$ cat src/rtl/wb_arbiter_pkg.sv
// datapath_pkg: shared writeback widths, source ids and registered writeback record types
package datapath_pkg;
    localparam int NUM_S_WB_SRC = 3;
    localparam int NUM_M_WB_SRC = 2;
    localparam int SREG_W       = 5;
    localparam int MREG_W       = 4;
    localparam int WORD_W       = 32;
    localparam int S_FU_W       = $clog2(NUM_S_WB_SRC);
    localparam int M_FU_W       = $clog2(NUM_M_WB_SRC);

    typedef enum logic [S_FU_W-1:0] {WB_ALU, WB_SMEM, WB_BR} wb_src_t;

    typedef struct packed {
        logic              we;
        logic [SREG_W-1:0] rd;
        logic [WORD_W-1:0] data;
        logic [S_FU_W-1:0] fu;
    } s_wb_t;

    typedef struct packed {
        logic [MREG_W-1:0] rd;
        logic [M_FU_W-1:0] fu;
    } m_wb_t;
endpackage

$ cat src/rtl/wb_arbiter_rr_channel.sv
// wb_rr_channel: per-source one-entry holds, round-robin grant and registered winner output
// ports: clk_i/rst_ni/flush_i control; valid_i/payload_i/ready_o per-source handshake;
//        done_o one-cycle completion pulse with fu_o source index and payload_o winner payload
module wb_rr_channel #(
    parameter int N  = 3,
    parameter int PW = 37,
    parameter int IW = (N > 1) ? $clog2(N) : 1
) (
    input  logic            clk_i,
    input  logic            rst_ni,
    input  logic            flush_i,
    input  logic [N-1:0]    valid_i,
    input  logic [N*PW-1:0] payload_i,
    output logic [N-1:0]    ready_o,
    output logic            done_o,
    output logic [IW-1:0]   fu_o,
    output logic [PW-1:0]   payload_o
);
    logic [N-1:0]  hv_q;
    logic [PW-1:0] hold_q [N];
    logic [IW-1:0] ptr_q;
    logic [IW-1:0] gidx;
    logic [N-1:0]  gnt;
    logic          found;

    // grant looks only at the holds, keeping valid_i off the ready_o path
    always_comb begin : arb
        int j;
        found = 1'b0;
        gidx  = '0;
        j     = 0;
        for (int k = 0; k < N; k++) begin
            j = int'(ptr_q) + k;
            if (j >= N) j = j - N;
            if (!found && hv_q[j]) begin
                found = 1'b1;
                gidx  = IW'(j);
            end
        end
    end

    assign gnt     = found ? (N'(1) << gidx) : '0;
    assign ready_o = flush_i ? '0 : (~hv_q | gnt);

    always_ff @(posedge clk_i) begin
        if (!rst_ni) begin
            hv_q      <= '0;
            ptr_q     <= '0;
            done_o    <= 1'b0;
            fu_o      <= '0;
            payload_o <= '0;
        end else begin
            for (int i = 0; i < N; i++) begin
                if (valid_i[i] && ready_o[i]) begin
                    hv_q[i]   <= 1'b1;
                    hold_q[i] <= payload_i[i*PW +: PW];
                end else if (gnt[i] || flush_i) begin
                    hv_q[i] <= 1'b0;
                end
            end
            done_o <= found && !flush_i;
            if (found && !flush_i) begin
                fu_o      <= gidx;
                payload_o <= hold_q[gidx];
                ptr_q     <= (gidx == IW'(N - 1)) ? '0 : gidx + 1'b1;
            end
        end
    end
endmodule

$ cat src/rtl/wb_arbiter.sv
// wb_arbiter: writeback arbiter merging scalar and matrix FU completions into one registered writeback each
// ports: CLK/nRST/flush control; s_valid/s_rd/s_data/s_ready scalar sources; m_valid/m_rd/m_ready matrix
//        sources; wb_done/wb_fu/wb_we/wb_rd/wb_data scalar writeback; wbm_done/wbm_fu/wbm_rd matrix release
module wb_arbiter
    import datapath_pkg::*;
#(
    parameter int NS     = NUM_S_WB_SRC,
    parameter int NM     = NUM_M_WB_SRC,
    parameter int SREG_W = datapath_pkg::SREG_W,
    parameter int MREG_W = datapath_pkg::MREG_W,
    parameter int WORD_W = datapath_pkg::WORD_W
) (
    input  logic                  CLK,
    input  logic                  nRST,
    input  logic                  flush,
    input  logic [NS-1:0]         s_valid,
    input  logic [NS*SREG_W-1:0]  s_rd,
    input  logic [NS*WORD_W-1:0]  s_data,
    output logic [NS-1:0]         s_ready,
    input  logic [NM-1:0]         m_valid,
    input  logic [NM*MREG_W-1:0]  m_rd,
    output logic [NM-1:0]         m_ready,
    output logic                  wb_done,
    output logic [$clog2(NS)-1:0] wb_fu,
    output logic                  wb_we,
    output logic [SREG_W-1:0]     wb_rd,
    output logic [WORD_W-1:0]     wb_data,
    output logic                  wbm_done,
    output logic [$clog2(NM)-1:0] wbm_fu,
    output logic [MREG_W-1:0]     wbm_rd
);
    localparam int SPW = SREG_W + WORD_W;

    logic [NS*SPW-1:0] s_pl;
    logic [SPW-1:0]    s_out;
    s_wb_t             s_wb;
    m_wb_t             m_wb;

    for (genvar g = 0; g < NS; g++) begin : g_pack
        assign s_pl[g*SPW +: SPW] = {s_rd[g*SREG_W +: SREG_W], s_data[g*WORD_W +: WORD_W]};
    end

    wb_rr_channel #(.N(NS), .PW(SPW)) u_s (
        .clk_i(CLK), .rst_ni(nRST), .flush_i(flush),
        .valid_i(s_valid), .payload_i(s_pl), .ready_o(s_ready),
        .done_o(wb_done), .fu_o(s_wb.fu), .payload_o(s_out)
    );

    wb_rr_channel #(.N(NM), .PW(MREG_W)) u_m (
        .clk_i(CLK), .rst_ni(nRST), .flush_i(flush),
        .valid_i(m_valid), .payload_i(m_rd), .ready_o(m_ready),
        .done_o(wbm_done), .fu_o(m_wb.fu), .payload_o(m_wb.rd)
    );

    // x0 writes still complete in the scoreboard but never reach the register file
    assign s_wb.rd   = s_out[SPW-1 -: SREG_W];
    assign s_wb.data = s_out[WORD_W-1:0];
    assign s_wb.we   = wb_done && (s_wb.rd != '0);

    assign wb_we   = s_wb.we;
    assign wb_rd   = s_wb.rd;
    assign wb_data = s_wb.data;
    assign wb_fu   = s_wb.fu;
    assign wbm_fu  = m_wb.fu;
    assign wbm_rd  = m_wb.rd;
endmodule
$ cat config.mk
export PLATFORM = sky130hd
export DESIGN_NAME = wb_arbiter
export DESIGN_NICKNAME = d
export VERILOG_FILES = /design/src/rtl/wb_arbiter_pkg.sv /design/src/rtl/wb_arbiter_rr_channel.sv /design/src/rtl/wb_arbiter.sv
export SDC_FILE = /design/constraint.sdc
export NUM_CORES = 1
export LEC_CHECK = 0
export BUFFER_PORTS_ARGS = -buffer_cell sky130_fd_sc_hd__buf_2
export CELL_PAD_IN_SITES_DETAIL_PLACEMENT = 2
export CELL_PAD_IN_SITES_GLOBAL_PLACEMENT = 2
export CORE_MARGIN = 4
export CORE_UTILIZATION = 34
export DETAILED_ROUTE_END_ITERATION = 10
export PLACE_DENSITY_LB_ADDON = 0.1
export SYNTH_ARGS = -nofsm -noshare
export SYNTH_HDL_FRONTEND = slang
export SYNTH_SLANG_ARGS = --single-unit
$ cat constraint.sdc
create_clock -name CLK -period 4.5 [get_ports CLK]
set_input_delay 0.9 -clock CLK [delete_from_list [all_inputs] [get_ports CLK]]
set_output_delay 0.9 -clock CLK [all_outputs]
set_load 0.02 [all_outputs]
======== Word level (Yosys, flattened, before mapping) ========
Memories as Yosys holds them, arrays and structs flattened. A register that Yosys moved wholly into a read port is not among the register bits.
Index checks and enable logic that the tools add are counted.
cells by class
  $add $sub $neg .......................... 10
  multiply operators ...................... 0
  divide/modulo/power cells ............... 0
  magnitude comparators ................... 10
  eq/ne operators ......................... 1
  shift operators ......................... 2
  multiplexer cells ....................... 61
  bitwise logic cells ..................... 4
  reductions and logical operators ........ 28
operator list
  operator                                                                              number
  32-bit two-way mux                                                                    5
  32-bit by 3-bit greater-or-equal comparator with 1-bit output, second input constant  3
  32-bit by 4-bit less-than comparator with 1-bit output, second input constant         3
  32-bit by 3-bit subtractor with 32-bit output, second input constant                  3
  32-bit by 3-bit less-than comparator with 1-bit output, second input constant         2
  1-bit two-way mux                                                                     45
  2-bit two-way mux                                                                     6
  1-bit logical AND                                                                     11
  2-bit nonzero test                                                                    5
  1-bit binary-select mux with 2-bit select                                             3
  1-bit logical NOT                                                                     6
  3-bit two-way mux                                                                     2
  1-bit logical OR                                                                      5
  5-bit nonzero test                                                                    1
  2-bit by 1-bit adder with 3-bit output, second input constant                         1
  2-bit by 2-bit adder with 3-bit output, second input constant                         1
  3-bit inverter                                                                        1
  3-bit OR                                                                              1
  1-bit by 2-bit left shift with 3-bit output, first input constant                     1
  1-bit by 2-bit subtractor with 3-bit output, second input constant                    1
  2-bit by 2-bit subtractor with 3-bit output, second input constant                    1
  1-bit by 1-bit adder with 2-bit output, second input constant                         1
  2-bit by 1-bit adder with 2-bit output, second input constant                         1
  2-bit == test, second input constant                                                  1
  6 further kinds                                                                       6
storage, ports and cells
  flip-flop bits (word level) ............. 13
  bits in latches ......................... 0
  RAM bits ................................ 119
  memory bits (read-only) ................. 0
  output and inout port bits .............. 52
  word-level logic and storage cells ...... 129
  memories kept ........................... 2
memory list
  memory      depth  bits a word  rd ports  clocked after Yosys merged registers in  write ports  RTL line                     RTL
  u_s.hold_q  3      37           1         1                                        3            wb_arbiter_rr_channel.sv:20  logic [PW-1:0] hold_q [N];
  u_m.hold_q  2      4            1         1                                        2            wb_arbiter_rr_channel.sv:20

======== Longest topological paths before layout ========
Gate-level depths: netlist (run 1).
  depth in word-level cells ............... 20
  mapped depth ............................ 11
  depth with buffers taken out ............ 8

======== By module ========
Synthesis (run 1) repeated with hierarchy kept, for this count alone.
second synthesis, totals
  cells, all modules ...................... 492
  area, all modules ....................... 6590.1 um2
by module, submodules not included
  module                instances  cells each  area an instance (um2)
  wb_rr_channel at u_s  1          423         5843.1
  wb_rr_channel at u_m  1          67          732.0
  wb_arbiter            1          2           15.0

======== Worst setup path after synthesis (run 1) ========
OpenSTA, ideal clock, no wires.
  path type ............................... register to register
  from .................................... register u_s.ptr_q[0]
  to ...................................... memory u_s.hold_q[2][0] (enable)
  library setup time ...................... 0.444 ns
  arrival time ............................ 3.666 ns
  data required time ...................... 4.056 ns
  path slack .............................. 0.391 ns
  cell stages (with the launch flop) ...... 8
  path buffers ............................ 1
  cell sequence ........................... dfxtp_1 -> inv_1 -> ha_1 -> inv_1 -> or4_1 -> o21a_1 -> clkbuf_1 -> a21oi_1
RTL lines
  what                    RTL line                     RTL
  start, declared         wb_arbiter_rr_channel.sv:21  logic [IW-1:0] ptr_q;
  start signal, assigned  wb_arbiter_rr_channel.sv:65  ptr_q <= (gidx == IW'(N - 1)) ? '0 : gidx + 1'b1;
  end, declared           wb_arbiter_rr_channel.sv:20

======== Worst setup path after layout (run 1) ========
  from .................................... register u_s.ptr_q[0]
  to ...................................... output port s_ready[1]
between the ends
  longest elaborated chain between the ends .. 16
ends and longest elaborated chain
  what                                                                                    RTL line                     RTL
  branches (longest 13 deep; another with 32-bit by 3-bit subtractor with 32-bit output)  n/a
  3-bit two-way mux (*)                                                                   wb_arbiter_rr_channel.sv:42  assign gnt = found ? (N'(1) << gidx) : '0;
  3-bit OR (*)                                                                            wb_arbiter_rr_channel.sv:43  assign ready_o = flush_i ? '0 : (~hv_q | gnt);
  3-bit two-way mux (*)                                                                   wb_arbiter_rr_channel.sv:43
  end, declared                                                                           wb_arbiter.sv:19             output logic [NS-1:0] s_ready,
Every way passes the cells marked *. The select of a mux whose other input is x is not followed.

==> results.md, run 1 <==
- Status: complete, no violations
- Max-slew headroom: 37.21%
- Antenna violations before repair: 0
- Hold Crit Class: register to register
- # clock sinks: 173
- Synth Area in Simple Gates: 8.711%
- Critical-path cell list: inv_1, ha_1, nand2b_1, o221ai_2, or4_4, and2_2, o21ai_2, nor2b_1, buf_2
- Max_cap viols: 0
- Crit-path max cell delay: 0.58 ns
- Leakage: 0.003221 uW
- Synth Area in XOR/XNOR: 0%
- Hold path cells: 2
- Root buffer cell: clkbuf_16
- Largest family of logic cells by synthesized area: compound AO/OA/AOI/OAI gates
- Yosys top cell by area: edfxtp_1
- Largest net degree at the start of global routing: between 40 and 50
- Area growth syn-to-layout: 27.36%
- Setup Fix Bufs, Post-CTS: 0
- Max frequency: 261.7 MHz
- GRT Util Overall: 19.79%
- Top_reg_cell synth: edfxtp_1
- Worst R2R Path Depth: 9
- Worst-path maximum fanout: 7
- Cts repair resizes: 0
- Peak-usage layer in the global routing report: met2
- Met3 Use GR: 5.045%
- Grt met1 use: 23.72%
- Grt met2 use: 34.98%
- Syn. warnings: 0
- Worst path depth: 9
- Slew @ Worst Pin: 0.9418 ns
- Leading cell type by number of instances after synthesis: edfxtp_1
- Unique masters post-synth: 38
- Routed via count: 4805
- Max stage delay cell, worst path: or4_4
- DRC Markers: 0
- Vias per cell: 5.200
- # IOs: 179
- Reg2reg setup slack: 1.24 ns
- Syn avg cell area: 12.77 sq um
- Drt wl/cell: 22.82 um
- CP Launch Type: register
- Unrepaired setup endpoints after global routing: no
- R2R Path End: u_s.hold_q[1][25]
- Net switching power: 1012 uW
- CP endpoint: s_ready[1]
- Synth Register Bits: approximately 170
- Pwr/cell area: 454.9 mW/mm^2
- Setup Skew: 0.02655 ns
- Reg power frac: 49.0%
- Mapped Area: around 0.0064 sq mm
- Final worst path period need: around 3.8 ns
- Max Root-Sink Buffers: 2
- Mapped Cells: 504
- Final wirelength: 21.09 mm
- Adder-cell share of the synthesized area: 0.7778%
- Syn nets: 635
- Synth top area cells: edfxtp_1, dfxtp_1, a21oi_1, a31oi_1, nand2_1
- Period Utilization, post-route: ~85%
- Final Max Slew Viols: 0
- CP Capture Type: output pin
- # nets final: a little over 800
- Data arrival, critical path: 2.92 ns
- FFs w/ async S/R, synth: 0%
- Worst-Skew Late Latency: 0.45 ns
- Hold Vio Cnt, Final: 0
- Global-route wire length before repair: 31.77 mm
- Top cell family by delay on the critical path: simple AND/OR/NAND/NOR gates
- Die width: 145.6 um
- Top post-synthesis cells by count: edfxtp_1, a21oi_1, dfxtp_1
- CP Class: register to output pin
- DR pass1 iterations: 4
- Peak supply drop: 0.2791 mV
- Post-synth EDFFs: 119
- R2r startpoint: u_s.ptr_q[0]
- Die Y: 145.6 um
- Layout cell share with drive strength beyond 1: about a third
- Remaining antenna violation count: 0
- Sw frac: a little over a quarter
- Pre-CTS setup slack: 1.155 ns
- Combinational Power Share: 11.0%
- Starting Density: 34.52%
- CTS tree: built
- Post-synthesis compound-gate area fraction: 14.62%
- CP startpoint: u_s.ptr_q[0]
- Power Total: 3728 uW
- Vias in the first global route: 5539
- Setup TNS: 0 ns
- Seq/Total Area, Yosys: between 70% and 80%
- Final Setup Violations: 0
- Hold Buf Count CTS: 0
- Die area: around 0.021 sq mm
- Yosys top cell area share: 55.53%
- HPWL Detailed: 13.56 mm
- GRT Residual Overflow: 0
- ANT cells: 0
- CTS clk-pin slew, worst paths: approximately 0.070 ns
- CTS Buf Count: 17
- Post-synthesis mux area share: 0.3111%
- Crit path setup slack, layout: roughly 0.68 ns
- Port Buffers: 178
- Site row count: 50
- Pint: ~2700 uW
- Clk pwr share: 40.0%
- Crit path buffers/inverters: 2
- Routability Congestion: between 0.7 and 0.8
- DR iter-0 viols: 255
- H-tree depth: 4
- CP Data Required Time: 3.60 ns
- Total core area: 0.01864 sq mm
[worst min path at each step]
stage                     startpoint                to  slack [ns]
finish              u_m.payload_o[3]  u_m.payload_o[3]        0.47
CTS                 u_m.payload_o[3]  u_m.payload_o[3]        0.47
global placement    u_m.payload_o[1]  u_m.payload_o[1]        0.45
floorplan               u_s.ptr_q[1]      u_s.ptr_q[1]        0.47
detailed placement  u_m.payload_o[1]  u_m.payload_o[1]        0.46
global route        u_m.payload_o[3]  u_m.payload_o[3]        0.50
[sequential cells by signal (all words and copies together), names as in the netlist]
| register | cells |
|---|---|
| u_m.fu_o | 1 |
| u_m.payload_o | 4 |
| u_s.hold_q | 111 |
| u_m.hv_q | 2 |
| u_s.done_o | 1 |
| u_m.done_o | 1 |
| u_m.hold_q | 8 |
| u_s.fu_o | 2 |
| u_s.hv_q | 3 |
| u_s.ptr_q | 2 |
| u_s.payload_o | 37 |
| u_m.ptr_q | 1 |
[layout by cell type (no fill, tap or decap), types with 4 or more instances in the layout]
master	synthesis	final
nor2b_1	4	4
edfxtp_1	119	119
inv_8	0	4
nand3_1	38	38
nand2_1	52	52
buf_4	0	8
dfxtp_1	54	54
nor2_1	15	14
clkinvlp_4	0	4
ha_1	4	4
o21ai_0	7	7
a31oi_1	40	40
clkbuf_16	0	17
a21oi_1	87	85
o22a_1	4	4
inv_1	10	10
o21a_1	6	5
buf_2	10	178
[power groups by stage]
stage / logic, uW / clock network (uW) / registers, uW
3_3_place_gp: 401 / 0 / 1850
2_1_floorplan: 176 / 0 / 1900
5_1_grt: 452 / 1600 / 1830
4_1_cts: 421 / 1540 / 1830
3_5_place_dp: 418 / 0 / 1860
6_report: 412 / 1490 / 1830
[cells by family (layout without fill, tap and decap cells)]
group | count (synthesis) | after routing
flip-flops | 173 | 173
AO/OA/AOI/OAI | 159 | 159
AND/OR/NAND/NOR | 122 | 122
buffers and inverters | 44 | 230
adder cells (fa/ha/maj) | 4 | 4
multiplexers | 2 | 2
[worst reg2reg max path, cell delays in order, from the launching register on]
cell and delay (ns):
dfxtp_1 0.39, inv_1 0.08, ha_1 0.39, nand2b_1 0.18, o221ai_2 0.20, or4_4 0.58, and2_2 0.20, o21ai_2 0.14
and3_2 0.46, buf_4 0.34
[stage by stage]
step	hold slack (ns)	instances	utilization, %	instance area [sq um]
floorplan	0.4679	504	-	6435
global route	0.5049	924	43.96	8195
finish	0.4699	924	43.96	8195
detailed placement	0.4565	892	40.75	7597
global placement	0.4478	892	40.75	7597
CTS	0.4708	924	43.96	8195
[final cells by class]
class                      count  area, sq um
tap                          234        292.8
fill                        1944        10450
clock buffer                  17        425.4
multi-input combinational    287         1622
inverter                      10        37.54
timing repair buffer         188        991.0
clock inverter                15        172.7
sequential                   173         4654
[metal layers]
layer  vias to the layer above  wire length (um)
met5                         -                 0
met4                         0               298
met3                        17               986
met2                       134             10800
met1                      2432              8998
li1                       2222                 -
No activity file was read; power rests on OpenSTA's default activity.
==> inputs of run 2 (changes only) <==
--- a/config.mk
+++ b/config.mk
@@ -9,7 +9,7 @@
 export CELL_PAD_IN_SITES_DETAIL_PLACEMENT = 2
 export CELL_PAD_IN_SITES_GLOBAL_PLACEMENT = 2
 export CORE_MARGIN = 4
-export CORE_UTILIZATION = 34
+export CORE_UTILIZATION = 30
 export DETAILED_ROUTE_END_ITERATION = 10
 export PLACE_DENSITY_LB_ADDON = 0.1
 export SYNTH_ARGS = -nofsm -noshare
==> constraint.sdc (replaced) <==
create_clock -name CLK -period 3.1 [get_ports CLK]
set_input_delay 0.62 -clock CLK [delete_from_list [all_inputs] [get_ports CLK]]
set_output_delay 0.62 -clock CLK [all_outputs]
set_load 0.02 [all_outputs]
==> run 2 against run 1 <==
  * Power is 45% higher
  * Routed wire length up 0.48%
  * Global-route usage is 2.4 points lower
  * Critical path type unchanged
  * Hold slack worse by 0.11 ns
  * Combinational power is 55% higher
  * Non-clock buffer count grew 12
==> results.md, run 2 (same netlist as run 1, synthesis figures left out) <==
- Largest Register: u_s.hold_q
- Final worst path period need: 3.099 ns
- Hold Crit Class: input pin to register
- Pwr/cell area: 639.5 mW/mm^2
- Area growth syn-to-layout: 31.67%
- Vias per cell: 4.966
- Remaining antenna violation count: 0
- CP Data Required Time: roughly 2.5 ns
- # nets final: 820
- CP Capture Type: output pin
- Reg2reg setup slack: 0.29 ns
- Slew @ Worst Pin: ~0.65 ns
- Site row count: 53
- Design area: 0.008473 sq mm
- Final Max Slew Viols: 0
- R2r startpoint: u_s.ptr_q[0]
- Max frequency: ~320 MHz
- Commonest non-fill, non-tap cell in the layout: buf_2
- Post-Place Cells: around 940
- Worst R2R Path Depth: 10
- Worst-path maximum fanout: 3
- Root buffer cell: clkbuf_16
- Status: complete, no violations
- CP endpoint: s_ready[1]
- Setup Skew: 0.01573 ns
- Hold WS: 0.3607 ns
- # fillers: 2219
- Die Y: 154.5 um
- Vias in the first global route: 5631
- CP startpoint: u_s.ptr_q[0]
- Peak supply drop: 0.2924 mV
- Grt met2 use: 30.57%
- CTS Buf Count: 17
- Max-slew headroom: 56.78%
- Data arrival, critical path: 2.48 ns
- HPWL Detailed: 13.32 mm
- Non-Filler Instances: 979
- Global-route wire length before repair: 31.60 mm
- DR pass1 iterations: 5
- Hold Vio Cnt, Final: 0
- Total core area: 0.02109 sq mm
- Period Utilization, post-route: 99.98%
- Final Setup Violations: 0
- Starting Density: between 30% and 40%
- CTS clk-pin slew, worst paths: 0.08 ns
- Unrepaired setup endpoints after global routing: yes
- Max_cap viols: 0
- Hold Buf Count CTS: 0
- Leakage: 0.003319 uW
- Commonest cells after routing, fill and taps aside: buf_2, edfxtp_1, a21oi_1
- GRT Residual Overflow: 0
- Routability Congestion: 0.7782
- GRT Util Overall: 17.39%
- Worst-Skew Late Latency: 0.43 ns
- # clock sinks: ~170
- H-tree depth: 4
- Layout cell share with drive strength beyond 1: between 30% and 40%
- Setup TNS: 0 ns
- Met3 Use GR: around 4.9%
- # IOs: 179
- DRC Markers: 0
- CP Launch Type: register
- Routed via count: 4862
- Max FFs per register: 111
- Port Buffers: approximately 180
- Max Root-Sink Buffers: 2
- Drt wl/cell: 21.64 um
- Top flop regs: u_s.hold_q: 111 flops, u_s.payload_o: 37 flops, u_m.hold_q: 8 flops
- DR iter-0 viols: 140
- Post-DP Area: roughly 0.0077 sq mm
- Grt met1 use: a little over a fifth
- Register area: around 0.0047 sq mm
- CTS tree: built
- Final wirelength: 21.19 mm
- R2R Path End: u_s.payload_o[0]
- Die width: approximately 150 um
- Die area: 0.02386 sq mm
- Peak-usage layer in the global routing report: met2
- Largest net degree at the start of global routing: 49
- CP Class: register to output pin
- Multi-input logic area: 0.001707 sq mm
- Antenna violations before repair: 3
==> run 2: worst min-delay path by stage <==
| stage | startpoint | cells past startpoint | slack [ns] | endpoint |
|---|---|---|---|---|
| after floorplan | u_s.ptr_q[1] | 2 | 0.47 | u_s.ptr_q[1] |
| after global placement | u_m.payload_o[3] | 2 | 0.45 | u_m.payload_o[3] |
| after detailed placement | u_m.payload_o[0] | 2 | 0.46 | u_m.payload_o[0] |
| after CTS | s_data[85] | 1 | 0.34 | u_s.hold_q[2][21] |
| after global routing | s_data[20] | 1 | 0.33 | u_s.hold_q[0][20] |
| final | s_data[13] | 1 | 0.36 | u_s.hold_q[0][13] |
==> run 2: report_power, final <==
group | switching [uW] | leakage (uW) | total (uW) | internal (uW)
Combinational | 402 | 0.00150 | 640 | 238
Clock | 1040 | 0.000287 | 2130 | 1090
Sequential | 63.3 | 0.00153 | 2650 | 2590
==> run 2: through the flow <==
step / total power, uW / utilization (%) / setup slack, ns
finish: 5418 / 40.18 / 0.0005063
CTS: 5470 / 39.77 / -0.07457
detailed placement: 3317 / 36.50 / 0.08665
floorplan: 3016 / - / 0.1192
global route: 5654 / 40.18 / -0.1228
global placement: 3293 / 36.50 / 0.2014
==> run 2: per-layer routing <==
| metal | share of wire, % | routed length [um] |
|---|---|---|
| met5 | 0.061 | 13 |
| met4 | 1.2 | 258 |
| met3 | 5.1 | 1078 |
| met2 | 51 | 10840 |
| met1 | 42 | 8995 |
==> run 2: critical path, cell delays in order (launching register included) <==
cell     delay [ns]
dfxtp_4        0.35
buf_4          0.15
ha_4           0.17
and3b_1        0.27
o21ai_0        0.11
a32oi_1        0.43
and2_4         0.25
o21ai_4        0.05
nor2b_4        0.14
buf_6          0.14
==> run 2: cell type report <==
cell class,count,area share (%)
antenna,2,0.05907
clock buffer,18,5.065
clock inverter,14,1.994
inverter,10,0.4725
multi-input combinational,287,20.14
sequential,173,55.02
tap,275,4.061
timing repair buffer,200,13.19
==> run 2: what timing repair did <==
item	CTS	global route
setup buffers	4	5
pin swaps	5	7
gates resized for setup	18	11
setup endpoints to repair	3	3
